### src/rtl/corelet_ctrl_pkg.sv
// corelet_ctrl_pkg
//   Shared definitions for the corelet tile sequencer: FSM state encoding and
//   the bit positions of the 7-bit corelet instruction bus.
package corelet_ctrl_pkg;

  typedef enum logic [2:0] {
    S_IDLE    = 3'd0,
    S_W_FILL  = 3'd1,
    S_W_LOAD  = 3'd2,
    S_W_DRAIN = 3'd3,
    S_A_FILL  = 3'd4,
    S_EXEC    = 3'd5,
    S_OUT_RD  = 3'd6,
    S_DONE    = 3'd7
  } state_t;

  localparam int INST_KERNEL_LOAD = 0;
  localparam int INST_EXECUTE     = 1;
  localparam int INST_L0_WR       = 2;
  localparam int INST_L0_RD       = 3;
  localparam int INST_IFIFO_RD    = 4;
  localparam int INST_IFIFO_WR    = 5;
  localparam int INST_OFIFO_RD    = 6;

  localparam logic [6:0] INST_IDLE = 7'd0;

endpackage

### src/rtl/corelet_ctrl_cnt.sv
// ctrl_cnt
//   Loadable down-counter with zero flag. Load has priority over decrement;
//   decrement saturates at zero.
// Ports:
//   clk, reset   clock, synchronous active-low reset
//   load         load count with load_val this cycle
//   load_val     value to load
//   dec          decrement by one (ignored when already zero)
//   count        current value
//   zero         count == 0
module ctrl_cnt #(
  parameter int W = 8
) (
  input  logic         clk,
  input  logic         reset,
  input  logic         load,
  input  logic [W-1:0] load_val,
  input  logic         dec,
  output logic [W-1:0] count,
  output logic         zero
);

  localparam logic [W-1:0] ONE = W'(1);

  always_ff @(posedge clk) begin
    if (!reset) begin
      count <= '0;
    end else if (load) begin
      count <= load_val;
    end else if (dec && (count != '0)) begin
      count <= count - ONE;
    end
  end

  assign zero = (count == '0);

endmodule

### src/rtl/corelet_ctrl.sv
// corelet_ctrl
//   Tile sequencer for one corelet: streams col weight words then len activation
//   words from xmem into L0, issues kernel-load and execute, then drains OFIFO
//   psum rows into pmem.
// Ports:
//   clk, reset            clock, synchronous active-low reset
//   start                 1-cycle pulse, honoured only in IDLE
//   len                   activation vectors per tile (saturated to L0_DEPTH)
//   w_base/a_base/p_base  xmem weight/activation and pmem psum base addresses
//   o_ready               L0 not-full; a low level withholds new xmem reads
//   o_valid               OFIFO holds a full psum row
//   inst                  corelet instruction bus (bit map in corelet_ctrl_pkg)
//   xmem_cen/xmem_addr    xmem read strobe (active low) and address
//   pmem_wen/pmem_addr    pmem write strobe (active low) and address
//   busy, done            not-IDLE level, 1-cycle completion pulse
//   state_dbg             current FSM state
//   perf_cycles/perf_stalls  only when CORELET_CTRL_PERF_EN is defined
// Handshake: an xmem read issued with xmem_cen=0 in cycle t returns data that is
//   written into L0 (inst l0_wr) in cycle t+1; an ofifo_rd in cycle t is written
//   to pmem (pmem_wen=0) in cycle t+1.
module corelet_ctrl
  import corelet_ctrl_pkg::*;
#(
  parameter int bw       = 4,
  parameter int row      = 8,
  parameter int col      = 8,
  parameter int psum_bw  = 16,
  parameter int addr_w   = 11,
  parameter int L0_DEPTH = 64
) (
  input  logic              clk,
  input  logic              reset,
  input  logic              start,
  input  logic [addr_w-1:0] len,
  input  logic [addr_w-1:0] w_base,
  input  logic [addr_w-1:0] a_base,
  input  logic [addr_w-1:0] p_base,
  input  logic              o_ready,
  input  logic              o_valid,
  output logic [6:0]        inst,
  output logic              xmem_cen,
  output logic [addr_w-1:0] xmem_addr,
  output logic              pmem_wen,
  output logic [addr_w-1:0] pmem_addr,
  output logic              busy,
  output logic              done,
`ifdef CORELET_CTRL_PERF_EN
  output logic [31:0]       perf_cycles,
  output logic [15:0]       perf_stalls,
`endif
  output state_t            state_dbg
);

  localparam int CW = $clog2(L0_DEPTH + 1);
  localparam logic [addr_w-1:0] ONE_A    = addr_w'(1);
  localparam logic [addr_w-1:0] DEPTH_A  = addr_w'(L0_DEPTH);
  localparam logic [addr_w-1:0] COL_A    = addr_w'(col);
  localparam logic [addr_w-1:0] COL_M1   = addr_w'(col - 1);
  localparam logic [addr_w-1:0] DRAIN_M1 = addr_w'(row + col - 1);
  localparam logic [CW:0]       DEPTH_C  = (CW + 1)'(L0_DEPTH);

  if (bw < 1 || psum_bw < bw || row < 1 || col < 1 || L0_DEPTH >= (1 << addr_w)) begin : g_param_check
    $error("corelet_ctrl: unsupported parameter combination");
  end

  state_t            state, state_nx;
  logic [addr_w-1:0] len_q, a_base_q, p_base_q;
  logic [addr_w-1:0] rd_addr, wr_idx;
  logic [addr_w-1:0] len_sat;
  logic              inflight;   // xmem read issued last cycle; lands in L0 now
  logic              wr_pend;    // ofifo_rd issued last cycle; pmem write now
  logic [CW-1:0]     credit;     // L0 occupancy as seen by the sequencer
  logic [CW:0]       occ;
  logic              room;

  logic              cnt_load, cnt_dec, cnt_zero;
  logic [addr_w-1:0] cnt_val, cnt;

  logic rd_issue, l0_rd, kload, exec, ofifo_rd, done_c;

  ctrl_cnt #(.W(addr_w)) u_phase_cnt (
    .clk      (clk),
    .reset    (reset),
    .load     (cnt_load),
    .load_val (cnt_val),
    .dec      (cnt_dec),
    .count    (cnt),
    .zero     (cnt_zero)
  );

  assign len_sat = (len > DEPTH_A) ? DEPTH_A : len;
  // Outstanding read counts against L0 capacity before it is written.
  assign occ  = {1'b0, credit} + (CW + 1)'(inflight);
  assign room = (occ < DEPTH_C);

  always_ff @(posedge clk) begin
    if (!reset) begin
      state <= S_IDLE;
    end else begin
      state <= state_nx;
    end
  end

  // Fill phases count remaining reads; timed phases load N-1 and leave at zero.
  always_comb begin
    state_nx = state;
    cnt_load = 1'b0;
    cnt_val  = '0;
    cnt_dec  = 1'b0;
    rd_issue = 1'b0;
    l0_rd    = 1'b0;
    kload    = 1'b0;
    exec     = 1'b0;
    ofifo_rd = 1'b0;
    done_c   = 1'b0;
    case (state)
      S_IDLE: begin
        if (start) begin
          cnt_load = 1'b1;
          cnt_val  = COL_A;
          state_nx = (len == '0) ? S_DONE : S_W_FILL;
        end
      end
      S_W_FILL, S_A_FILL: begin
        if (!cnt_zero) begin
          if (room && o_ready) begin
            rd_issue = 1'b1;
            cnt_dec  = 1'b1;
          end
        end else if (!inflight) begin
          cnt_load = 1'b1;
          if (state == S_W_FILL) begin
            cnt_val  = COL_M1;
            state_nx = S_W_LOAD;
          end else begin
            cnt_val  = len_q - ONE_A;
            state_nx = S_EXEC;
          end
        end
      end
      S_W_LOAD: begin
        l0_rd   = 1'b1;
        kload   = 1'b1;
        cnt_dec = 1'b1;
        if (cnt_zero) begin
          cnt_load = 1'b1;
          cnt_val  = DRAIN_M1;
          state_nx = S_W_DRAIN;
        end
      end
      S_W_DRAIN: begin
        cnt_dec = 1'b1;
        if (cnt_zero) begin
          cnt_load = 1'b1;
          cnt_val  = len_q;
          state_nx = S_A_FILL;
        end
      end
      S_EXEC: begin
        l0_rd   = 1'b1;
        exec    = 1'b1;
        cnt_dec = 1'b1;
        if (cnt_zero) begin
          cnt_load = 1'b1;
          cnt_val  = len_q;
          state_nx = S_OUT_RD;
        end
      end
      S_OUT_RD: begin
        if (o_valid && !cnt_zero) begin
          ofifo_rd = 1'b1;
          cnt_dec  = 1'b1;
        end
        if (wr_pend && (wr_idx == len_q - ONE_A)) begin
          state_nx = S_DONE;
        end
      end
      S_DONE: begin
        done_c   = 1'b1;
        state_nx = S_IDLE;
      end
      default: state_nx = S_IDLE;
    endcase
  end

  always_ff @(posedge clk) begin
    if (!reset) begin
      len_q    <= '0;
      a_base_q <= '0;
      p_base_q <= '0;
      rd_addr  <= '0;
      wr_idx   <= '0;
      inflight <= 1'b0;
      wr_pend  <= 1'b0;
      credit   <= '0;
    end else begin
      inflight <= rd_issue;
      wr_pend  <= ofifo_rd;
      if (state == S_IDLE && start) begin
        len_q    <= len_sat;
        a_base_q <= a_base;
        p_base_q <= p_base;
        rd_addr  <= w_base;
        wr_idx   <= '0;
      end else begin
        if (state == S_W_DRAIN && cnt_zero) begin
          rd_addr <= a_base_q;
        end else if (rd_issue) begin
          rd_addr <= rd_addr + ONE_A;
        end
        if (wr_pend) begin
          wr_idx <= wr_idx + ONE_A;
        end
      end
      case ({inflight, l0_rd})
        2'b10:   credit <= credit + CW'(1);
        2'b01:   credit <= credit - CW'(1);
        default: credit <= credit;
      endcase
    end
  end

  always_comb begin
    inst                   = INST_IDLE;
    inst[INST_KERNEL_LOAD] = kload;
    inst[INST_EXECUTE]     = exec;
    inst[INST_L0_WR]       = inflight;
    inst[INST_L0_RD]       = l0_rd;
    inst[INST_IFIFO_RD]    = 1'b0;
    inst[INST_IFIFO_WR]    = 1'b0;
    inst[INST_OFIFO_RD]    = ofifo_rd;
  end

  assign xmem_cen  = ~rd_issue;
  assign xmem_addr = rd_issue ? rd_addr : '0;
  assign pmem_wen  = ~wr_pend;
  assign pmem_addr = wr_pend ? (p_base_q + wr_idx) : '0;
  assign busy      = (state != S_IDLE);
  assign done      = done_c;
  assign state_dbg = state;

`ifdef CORELET_CTRL_PERF_EN
  logic fill_stall;
  assign fill_stall = ((state == S_W_FILL) || (state == S_A_FILL)) && !cnt_zero && !rd_issue;

  always_ff @(posedge clk) begin
    if (!reset) begin
      perf_cycles <= '0;
      perf_stalls <= '0;
    end else if (state == S_IDLE && start) begin
      perf_cycles <= '0;
      perf_stalls <= '0;
    end else begin
      if (state != S_IDLE) perf_cycles <= perf_cycles + 32'd1;
      if (fill_stall)      perf_stalls <= perf_stalls + 16'd1;
    end
  end
`endif

endmodule

### config.mk
export PLATFORM = sky130hd
export DESIGN_NAME = corelet_ctrl
export DESIGN_NICKNAME = d
export VERILOG_FILES = /design/src/rtl/corelet_ctrl_pkg.sv /design/src/rtl/corelet_ctrl_cnt.sv /design/src/rtl/corelet_ctrl.sv
export SDC_FILE = /design/constraint.sdc
export NUM_CORES = 1
export LEC_CHECK = 0
export CELL_PAD_IN_SITES_DETAIL_PLACEMENT = 0
export CELL_PAD_IN_SITES_GLOBAL_PLACEMENT = 2
export CORE_MARGIN = 4
export CORE_UTILIZATION = 31
export DETAILED_ROUTE_END_ITERATION = 8
export PLACE_DENSITY_LB_ADDON = 0.1
export SYNTH_ARGS = -nofsm -noshare
export SYNTH_HDL_FRONTEND = slang
export SYNTH_SLANG_ARGS = --single-unit
### constraint.sdc
create_clock -name clk -period 3.54 [get_ports clk]
set_input_delay 0.354 -clock clk [delete_from_list [all_inputs] [get_ports clk]]
set_output_delay 0.354 -clock clk [all_outputs]
set_load 0.005 [all_outputs]
# Word level (Yosys, flattened, before mapping)
# Index checks and enable logic that the tools add are counted.
# totals
in_bits,49
reg_bits,78
elab_cells,102
out_inout_bits,36
# classes
n_reduce_logical,21
n_lt_le_gt_ge,2
add_sub_neg,8
n_mux,41
bitwise_logic,3
n_eq_ne,17
# op_table
operator,n
2-to-1 mux 11 bit,12
case mux 11 bit (4 select lines),1
2-to-1 mux 3 bit,9
"adder 11 x 1 -> 11 bit, second input constant",2
logical NOT 11 bit,2
"subtractor 11 x 1 -> 11 bit, second input constant",2
case mux 3 bit (7 select lines),1
"inequality test 2 bit, second input constant",7
case mux 7 bit (2 select lines),1
2-to-1 mux 1 bit,13
"== test 3 bit, second input constant",4
adder 11 bit,1
== test 11 bit,1
"greater-than comparator 11 x 7 -> 1 bit, second input constant",1
nonzero test 11 bit,1
adder 7 x 1 -> 8 bit,1
"less-than comparator 8 x 7 -> 1 bit, second input constant",1
2-to-1 mux 4 bit,2
OR reduction 2 bit,4
"adder 7 x 1 -> 7 bit, second input constant",1
AND reduction 7 bit,1
"subtractor 7 x 1 -> 7 bit, second input constant",1
"== test 3 x 2 -> 1 bit, second input constant",2
logical AND 1 bit,6
10 further kinds,15

# Logic depth before layout (Yosys ltp)
# Gate-level depths: netlist of run 1.
# logic_depth
depth_word,9
depth_mapped,13
mapped_depth_nobuf,12

# Modules after synthesis
# A second synthesis of run 1 with hierarchy kept.
# unflattened
hier_cells,660
hier_area_um2,5043.6
# modules_own_cells
mod,seq_area_each_um2,area_each_um2,instances,cells_per_inst
corelet_ctrl,1341.3,4430.5,1,585
ctrl_cnt,220.2,613.1,1,75

# Worst setup path before layout of run 1
# Ideal clock, no wire load.
# synth_path
path_kind,register to register
startpoint,register state[2] (netlist: state_dbg[2])
endpoint,register credit[6]
slack_ns,0.441
stages_incl_launch_ff,13
n_path_buf,1
arrival_time_ns,3.028
synth_period_minus_slack_ns,3.099
setup_ns,0.071
required_time_ns,3.469
path_cell_list,dfxtp_1 buf_2 or2_2 or2_2 o21ai_0 ha_1 ha_1 nor2b_1 o21ai_0 a21boi_0 or4_1 a31o_2 a21oi_1
# synth_via
elab_chain_len,5
word_cells_on_any_way,8
cone_classes,eq/ne: 4; mux: 2; reduce/logical: 2
# synth_rtl
item,line,rtl
start: declaration,corelet_ctrl.sv:66,"state_t state, state_nx;"
start signal: assignment,corelet_ctrl.sv:100,state <= state_nx;
== test 3 bit / == test 3 x 2 -> 1 bit (equally long branches),corelet_ctrl.sv:116,case (state)
OR reduction 2 bit (no line) *,n/a,
2-to-1 mux 1 bit *,corelet_ctrl.sv:116,
named net l0_rd,corelet_ctrl.sv:79,"logic rd_issue, l0_rd, kload, exec, ofifo_rd, done_c;"
== test 2 x 1 -> 1 bit / == test 2 bit (equally long branches),corelet_ctrl.sv:215,"case ({inflight, l0_rd})"
case mux 7 bit (2 select lines) / nonzero test 2 bit (equally long branches),n/a,
end signal: assignment,corelet_ctrl.sv:216,2'b10: credit <= credit + CW'(1);
end signal: assignment,corelet_ctrl.sv:217,2'b01: credit <= credit - CW'(1);
end signal: assignment,corelet_ctrl.sv:218,default: credit <= credit;
end: declaration,corelet_ctrl.sv:72,logic [CW-1:0] credit;
# Mark *: on every way through the listed nets, which the timed path passes. The rest lies on a longest branch.
# A chain may end at the register's enable or synchronous reset.

# Final worst setup path of run 1
# layout_path
startpoint,register wr_idx[0]
endpoint,output port pmem_addr[10]
# layout_via
elab_chain_len,2
# layout_rtl
item,line,rtl
start: declaration,corelet_ctrl.sv:68,"logic [addr_w-1:0] rd_addr, wr_idx;"
start signal: assignment,corelet_ctrl.sv:212,wr_idx <= wr_idx + ONE_A;
adder 11 bit,corelet_ctrl.sv:237,assign pmem_addr = wr_pend ? (p_base_q + wr_idx) : '0;
2-to-1 mux 11 bit,corelet_ctrl.sv:237,
end: declaration,corelet_ctrl.sv:44,"output logic [addr_w-1:0] pmem_addr,"
# Every way passes these cells.

==> results of run 1 <==
[per-layer routing]
metal  share of wire, %  routed length (um)  vias to the layer above  GRT usage (%)
met1                 48                7843                     2315          25.27
met3                5.4                 873                       13          4.367
met2                 45                7315                      102          28.26
met4                1.0                 165                        0          4.591
met5                  0                   0                        -              0
li1                   -                   -                     2513              -
[worst max path at each step]
stage / depth (start not counted) / to
floorplan: 12 / credit[6]$_SDFFE_PN0P_
global placement: 8 / pmem_addr[9]
detailed placement: 8 / pmem_addr[9]
CTS: 8 / pmem_addr[9]
global route: 9 / pmem_addr[10]
finish: 9 / pmem_addr[10]
[cell type report]
type / instances / area [um^2]
multi-input cells: 527 / 3238
repair buffers: 98 / 940.9
well taps: 216 / 270.3
clock buffers: 9 / 225.2
flip-flops and latches: 78 / 1562
inverters: 23 / 86.33
fillers: 1680 / 9533
clock inverters: 6 / 87.58
[cell families after synthesis]
kind of cell	Yosys count
xor+xnor	43
flops	78
other cells	1
fa+ha+maj	23
buf+inv	68
mux	8
compound gates	159
simple gates	292
[placed cells by master (no fill, tap or decap), types with 9 or more instances in the layout]
master            n
xnor2_1          21
nand3_1          19
nand2_1          95
clkbuf_16         9
o21ai_0          32
nor3_1           27
inv_1            22
nand4_1           9
and2_1           15
clkdlybuf4s50_1  82
nor2_1           59
nand2b_1         11
ha_1             20
dfxtp_1          78
a21oi_1          56
xor2_1           22
and3_1           12
buf_4            16
[through the flow]
step | hold slack (ns) | util, %
6_report | 0.4577 | 40.21
3_3_place_gp | 0.4552 | 38.11
4_1_cts | 0.4636 | 40.08
3_5_place_dp | 0.4541 | 38.11
5_1_grt | 0.4931 | 40.21
2_1_floorplan | 0.4332 | -
[registers in the layout, summed over array words and instances (netlist names)]
name / count
inflight: 1
credit: 7
state_dbg: 3
p_base_q: 11
len_q: 11
wr_idx: 11
wr_pend: 1
rd_addr: 11
u_phase_cnt.count: 11
a_base_q: 11
[worst max-delay path, cell delays in order (launching register included)]
cell             delay, ns
dfxtp_1               0.39
ha_1                  0.25
fa_1                  0.41
a21oi_1               0.15
o21bai_1              0.11
a21o_1                0.22
a21oi_1               0.21
nor3_1                0.08
nor3b_1               0.28
clkdlybuf4s50_1       0.58
[power groups by stage]
stage | combinational, W | sequential (W) | clock [W]
5_1_grt | 0.00157 | 0.00119 | 0.00106
3_5_place_dp | 0.00140 | 0.00119 | 0
6_report | 0.00140 | 0.00117 | 0.00100
4_1_cts | 0.00141 | 0.00117 | 0.00103
2_1_floorplan | 0.00102 | 0.00113 | 0
3_3_place_gp | 0.00139 | 0.00119 | 0
==> summary.md, run 1 <==
| Metric | Value |
|---|---|
| Status | finished clean |
| Simple-Gate Fraction of Synth Area | between 20% and 30% |
| Setup bufs post-CTS | 0 |
| Combinational share of power | around two fifths |
| Worst-Margin Slew | ~0.62 ns |
| VDD IR max | 0.2399 mV |
| Slew Limit Fails | 0 |
| Clk slew on worst S/H paths | roughly 0.060 ns |
| Port-buffer cells | between 80 and 90 |
| Vias in the first global route | roughly 4900 |
| Fin worst setup slack | 0.1542 ns |
| Num rows | 46 |
| # hold bufs at CTS | 0 |
| Cell area after layout | 6410 um^2 |
| Detail Route Antenna Nets | 0 |
| Vias per cell | between 5 and 6 |
| Core area | ~16000 um^2 |
| Cell variety after synth | 65 |
| H-tree Lvls | 3 |
| Die Ht | between 100 and 150 um |
| Ranking of synthesized cells by area | dfxtp_1, nand2_1, a21oi_1 |
| Hold_sp | a_base_q[0]$_SDFFE_PN0P_ |
| Biggest area consumer among synthesized cells | dfxtp_1 |
| Initial core utilization | between 30% and 40% |
| Pre-CTS setup slack | ~0.31 ns |
| R2r endpoint | credit[6]$_SDFFE_PN0P_ |
| Largest family of logic cells by synthesized area | simple AND/OR/NAND/NOR gates |
| Ys async rst share | 0% |
| Post-synth EDFFs | 0 |
| Ports | 85 |
| Drt total wl | 16.20 mm |
| Gate count after technology mapping | 672 |
| Pwr Density | roughly 560 nW/um^2 |
| Syn_area_per_cell | 7.559 um^2 |
| Final setup fails | 0 |
| Fraction of power consumed by the clock network | ~28% |
| Max clock buf depth | 2 |
| Setup TNS | 0 ns |
| R2r startpoint | state_dbg[0]$_SDFFE_PN0P_ |
| Seq/Total Area, Yosys | 30.74% |
| R2R depth | 13 |
| Area Overhead vs Synth | 26.18% |
| Design Power | 0.003576 W |
| Adder-Cell Fraction of Synth Area | between 5 and 6% |
| Clk_lat worst skew | around 0.35 ns |
| RSZ-0062 raised after global routing | no |
| Worst Path Max Fanout | 6 |
| Post-Synth XOR/XNOR Area | under 10% |
| Count leader, synth | nand2_1 |
| Sequential share of power | 32.8% |
| Max transition margin | 58.43% |
| CTS tree | done |
| Resize count post-CTS | 1 |
| Layout cells sized above 1 | about 7.6% |
| Synthesized flop and latch total | slightly below 80 |
| Worst Setup SP | wr_idx[0]$_SDFFE_PP0P_ |
| Avg WL per Cell | around 17 um |
| Netlist area before placement | 5080 um^2 |
| R2R setup slack | between 0.4 and 0.5 ns |
| Worst setup path category | reg -> out |
| Cell-internal power | 0.002234 W |
| Number of CTS-inserted buffers | 9 |
| Fin crit share | 95.64% |
| Dpl hpwl | roughly 12 mm |
| Ys Warns | 0 |
| LEAKAGE | 2.441 nW |
| Die X | 136.0 um |
| NetSw | between 0.001 and 0.0015 W |
| DRC viols | 0 |
| Total vias in the final route | ~4900 |
| Antenna diodes | 0 |
| Total GRT Usage | a little under a fifth |
| Fin cells | between 900 and 1000 |
| Die area | roughly 18000 um^2 |
| First-pass DRT Iterations | 4 |
| Setup crit end kind | output port |
| Req. time, crit path | 3.19 ns |
| Clock sink count | 78 |
| Hold-critical path endpoint | a_base_q[0]$_SDFFE_PN0P_ |
| Hold depth | 2 |
| Initial DRC count | between 300 and 400 |
| Antenna violations before repair | 0 |
| Min cycle time layout | 3.386 ns |
| GPL Wtd Cong | roughly 0.85 |
| Compound-gate portion of the synthesized area | 20.12% |
| Total of max-cap violations | 0 |
| Clock skew | 0.009198 ns |
| Placed cell area | between 6000 and 7000 um^2 |
| Layout Nets | 808 |
| Placed cells | between 900 and 1000 |
| Mux contribution to synthesized area | under 10% |
| Peak Freq | about 300 MHz |
| Root Buffer | clkbuf_16 |
| GRT overflow | 0 |
| Commonest cells post-synth | nand2_1, dfxtp_1, nor2_1 |
| First-pass GRT wire length | about 26 mm |
| Crit path launch type | register |
| Min-Delay Path Class | reg -> reg |
| Final Hold Fails | 0 |
| Top_reg_cell synth | dfxtp_1 |
| CP arrival | approximately 3.0 ns |
| Largest net degree at the start of global routing | 40 |
| Switching part of the total | a little under two fifths |
| Top cell type's share of synthesized area | 30.74% |
Note: power is estimated with default switching activity, not from simulation.
==> run 2: changes to the inputs <==
Settings changed: CELL_PAD_IN_SITES_GLOBAL_PLACEMENT 2 to 1, CORE_UTILIZATION 31 to 40, CTS_BUF_LIST set to sky130_fd_sc_hd__clkbuf_8.
==> run 2 against run 1 <==
  * Final area shrank 3.7%
  * Total power shrank 11%
  * Clock-buffer cell count grew 1
  * Sequential cell count is the same
  * First-iteration DRC count grew 22%
  * Wire length shrank 8.2%
  * Critical path type unchanged
  * Die area shrank 21%
  * Highest routed layer is now met5
  * Combinational power is essentially flat
  * Largest cell class unchanged
==> summary.md, run 2 (same netlist as run 1, synthesis figures left out) <==
| Metric | Value |
|---|---|
| Commonest cells after routing, fill and taps aside | nand2_1, clkdlybuf4s50_1, dfxtp_1, nor2_1, a21oi_1 |
| Layout Nets | 805 |
| Antenna violations before repair | 1 |
| First-pass DRT Iterations | 4 |
| Crit path launch type | register |
| Total vias in the final route | between 5000 and 6000 |
| Placed cells | between 800 and 900 |
| RSZ-0062 raised after global routing | no |
| H-tree Lvls | 3 |
| CP cell instances | ha_1 -> a21o_1 -> a21oi_1 -> o21bai_1 -> a2111oi_1 -> buf_4 -> o21ai_0 -> mux2i_1 -> clkdlybuf4s50_1 |
| Min cycle time layout | between 3 and 4 ns |
| Clock skew | roughly 0.0075 ns |
| Peak Freq | 301.9 MHz |
| Worst setup path category | reg -> out |
| WHS | ~0.46 ns |
| Antenna diodes | 0 |
| Core area | around 12000 um^2 |
| Ports | 85 |
| Hold_sp | a_base_q[0]$_SDFFE_PN0P_ |
| DRC viols | 0 |
| Number of CTS-inserted buffers | 9 |
| Avg WL per Cell | approximately 16 um |
| Layout cells sized above 1 | roughly 7.3% |
| R2R depth | 8 |
| GPL Wtd Cong | 0.8263 |
| Hold depth | 2 |
| Detail Route Antenna Nets | 0 |
| Die Ht | 120.7 um |
| GRT overflow | 0 |
| Worst Setup SP | wr_idx[1]$_SDFFE_PP0P_ |
| Most common cell after layout, fill and taps aside | nand2_1 |
| Vias in the first global route | slightly below 5000 |
| Final setup fails | 0 |
| Delay of the slowest critical-path stage | 0.52 ns |
| Setup bufs post-CTS | 0 |
| Setup TNS | 0 ns |
| Drt total wl | approximately 15 mm |
| Total of max-cap violations | 0 |
| Dpl hpwl | approximately 11 mm |
| Fin crit share | between 90% and 100% |
| CP arrival | ~3.0 ns |
| # hold bufs at CTS | 0 |
| Die area | about 15000 um^2 |
| Slew Limit Fails | 0 |
| Clk_lat worst skew | 0.37 ns |
| Pwr Density | between 500 and 600 nW/um^2 |
| CTS tree | done |
| Die X | 120.7 um |
| Num rows | 40 |
| Setup crit end kind | output port |
| Min-Delay Path Class | reg -> reg |
| Total GRT Usage | about a fifth |
| Max clock buf depth | 2 |
| Status | finished clean |
| Fin cells | approximately 910 |
| Worst Path Max Fanout | 7 |
| Req. time, crit path | between 3 and 4 ns |
| Area Overhead vs Synth | 21.58% |
| Slowest CP cell | clkdlybuf4s50_1 |
| VDD IR max | around 0.28 mV |
| Vias per cell | about 5.5 |
| Cell area after layout | 6176 um^2 |
| R2r endpoint | rd_addr[6]$_SDFFE_PN0P_ |
| R2R setup slack | between 0.5 and 0.6 ns |
| Worst Path Buf+Inv | 2 |
| Largest net degree at the start of global routing | 40 |
| Design Power | 0.003177 W |
| Worst-Margin Slew | between 0.7 and 0.8 ns |
| Clk slew on worst S/H paths | about 0.080 ns |
| Max transition margin | approximately half |
| First-pass GRT wire length | between 20 and 25 mm |
| Final Hold Fails | 0 |
| R2r startpoint | u_phase_cnt.count[0]$_SDFFE_PN0P_ |
| Hold-critical path endpoint | a_base_q[0]$_SDFFE_PN0P_ |
| Initial DRC count | 370 |
| Placed cell area | between 5000 and 6000 um^2 |
| Top delay family on crit path | compound AO/OA/AOI/OAI gates |
| Resize count post-CTS | 0 |
| Port-buffer cells | 82 |
| Clock sink count | between 70 and 80 |
| LEAKAGE | around 2.3 nW |
| Root Buffer | clkbuf_8 |
| Initial core utilization | roughly two fifths |
## run 2: changes by cell type in the layout (fill, tap and decap cells not counted), moves of 2 or more
cell	change
clkbuf_8	+10
dfxtp_1	-2
bufinv_16	-2
buf_4	-3
clkbuf_16	-9
clkinvlp_4	+4
clkinv_4	-2
dfxtp_2	+2
## run 2: layout make-up
| type | count | area [um^2] |
|---|---|---|
| clock buffer | 10 | 137.6 |
| sequential | 78 | 1564 |
| tap | 168 | 210.2 |
| clock inverter | 6 | 38.79 |
| fill | 1234 | 6036 |
| multi-input combinational | 527 | 3221 |
| timing repair buffer | 95 | 918.4 |
| inverter | 23 | 86.33 |
## run 2: how the worst max path moves through the flow
stage               cells past startpoint                      to  slack, ns
CTS                                     9            pmem_addr[9]       0.03
finish                                  9            pmem_addr[9]       0.23
global route                            9            pmem_addr[9]      0.009
detailed placement                      9            pmem_addr[9]       0.45
global placement                        9            pmem_addr[9]       0.48
floorplan                              12  credit[6]$_SDFFE_PN0P_       0.44
## run 2: stage by stage
| stage | util (%) | setup WS, ns |
|---|---|---|
| after floorplan | - | 0.4410 |
| after global placement | 49.08 | 0.4767 |
| after detailed placement | 49.08 | 0.4480 |
| after CTS | 50.52 | 0.02521 |
| after global routing | 50.57 | 0.008993 |
| final | 50.57 | 0.2273 |
## run 2: where the power goes
part	switching, W	internal (W)	total (W)
clock network	0.000365	0.000270	0.000634
logic	0.000786	0.000599	0.00138
registers	0.000141	0.00102	0.00116
total	0.00129	0.00189	0.00318
## run 2: worst min-delay path: stages (launching register included)
cell and delay, ns:
dfxtp_1 0.32, nand2_1 0.05, a21oi_1 0.05
## run 2: layer usage
layer	wire (um)	GRT usage (%)	vias up
met5	8	0	-
met4	210	5.453	2
met3	771	5.566	18
met2	6913	32.62	124
met1	6967	26.86	2380
li1	-	-	2508
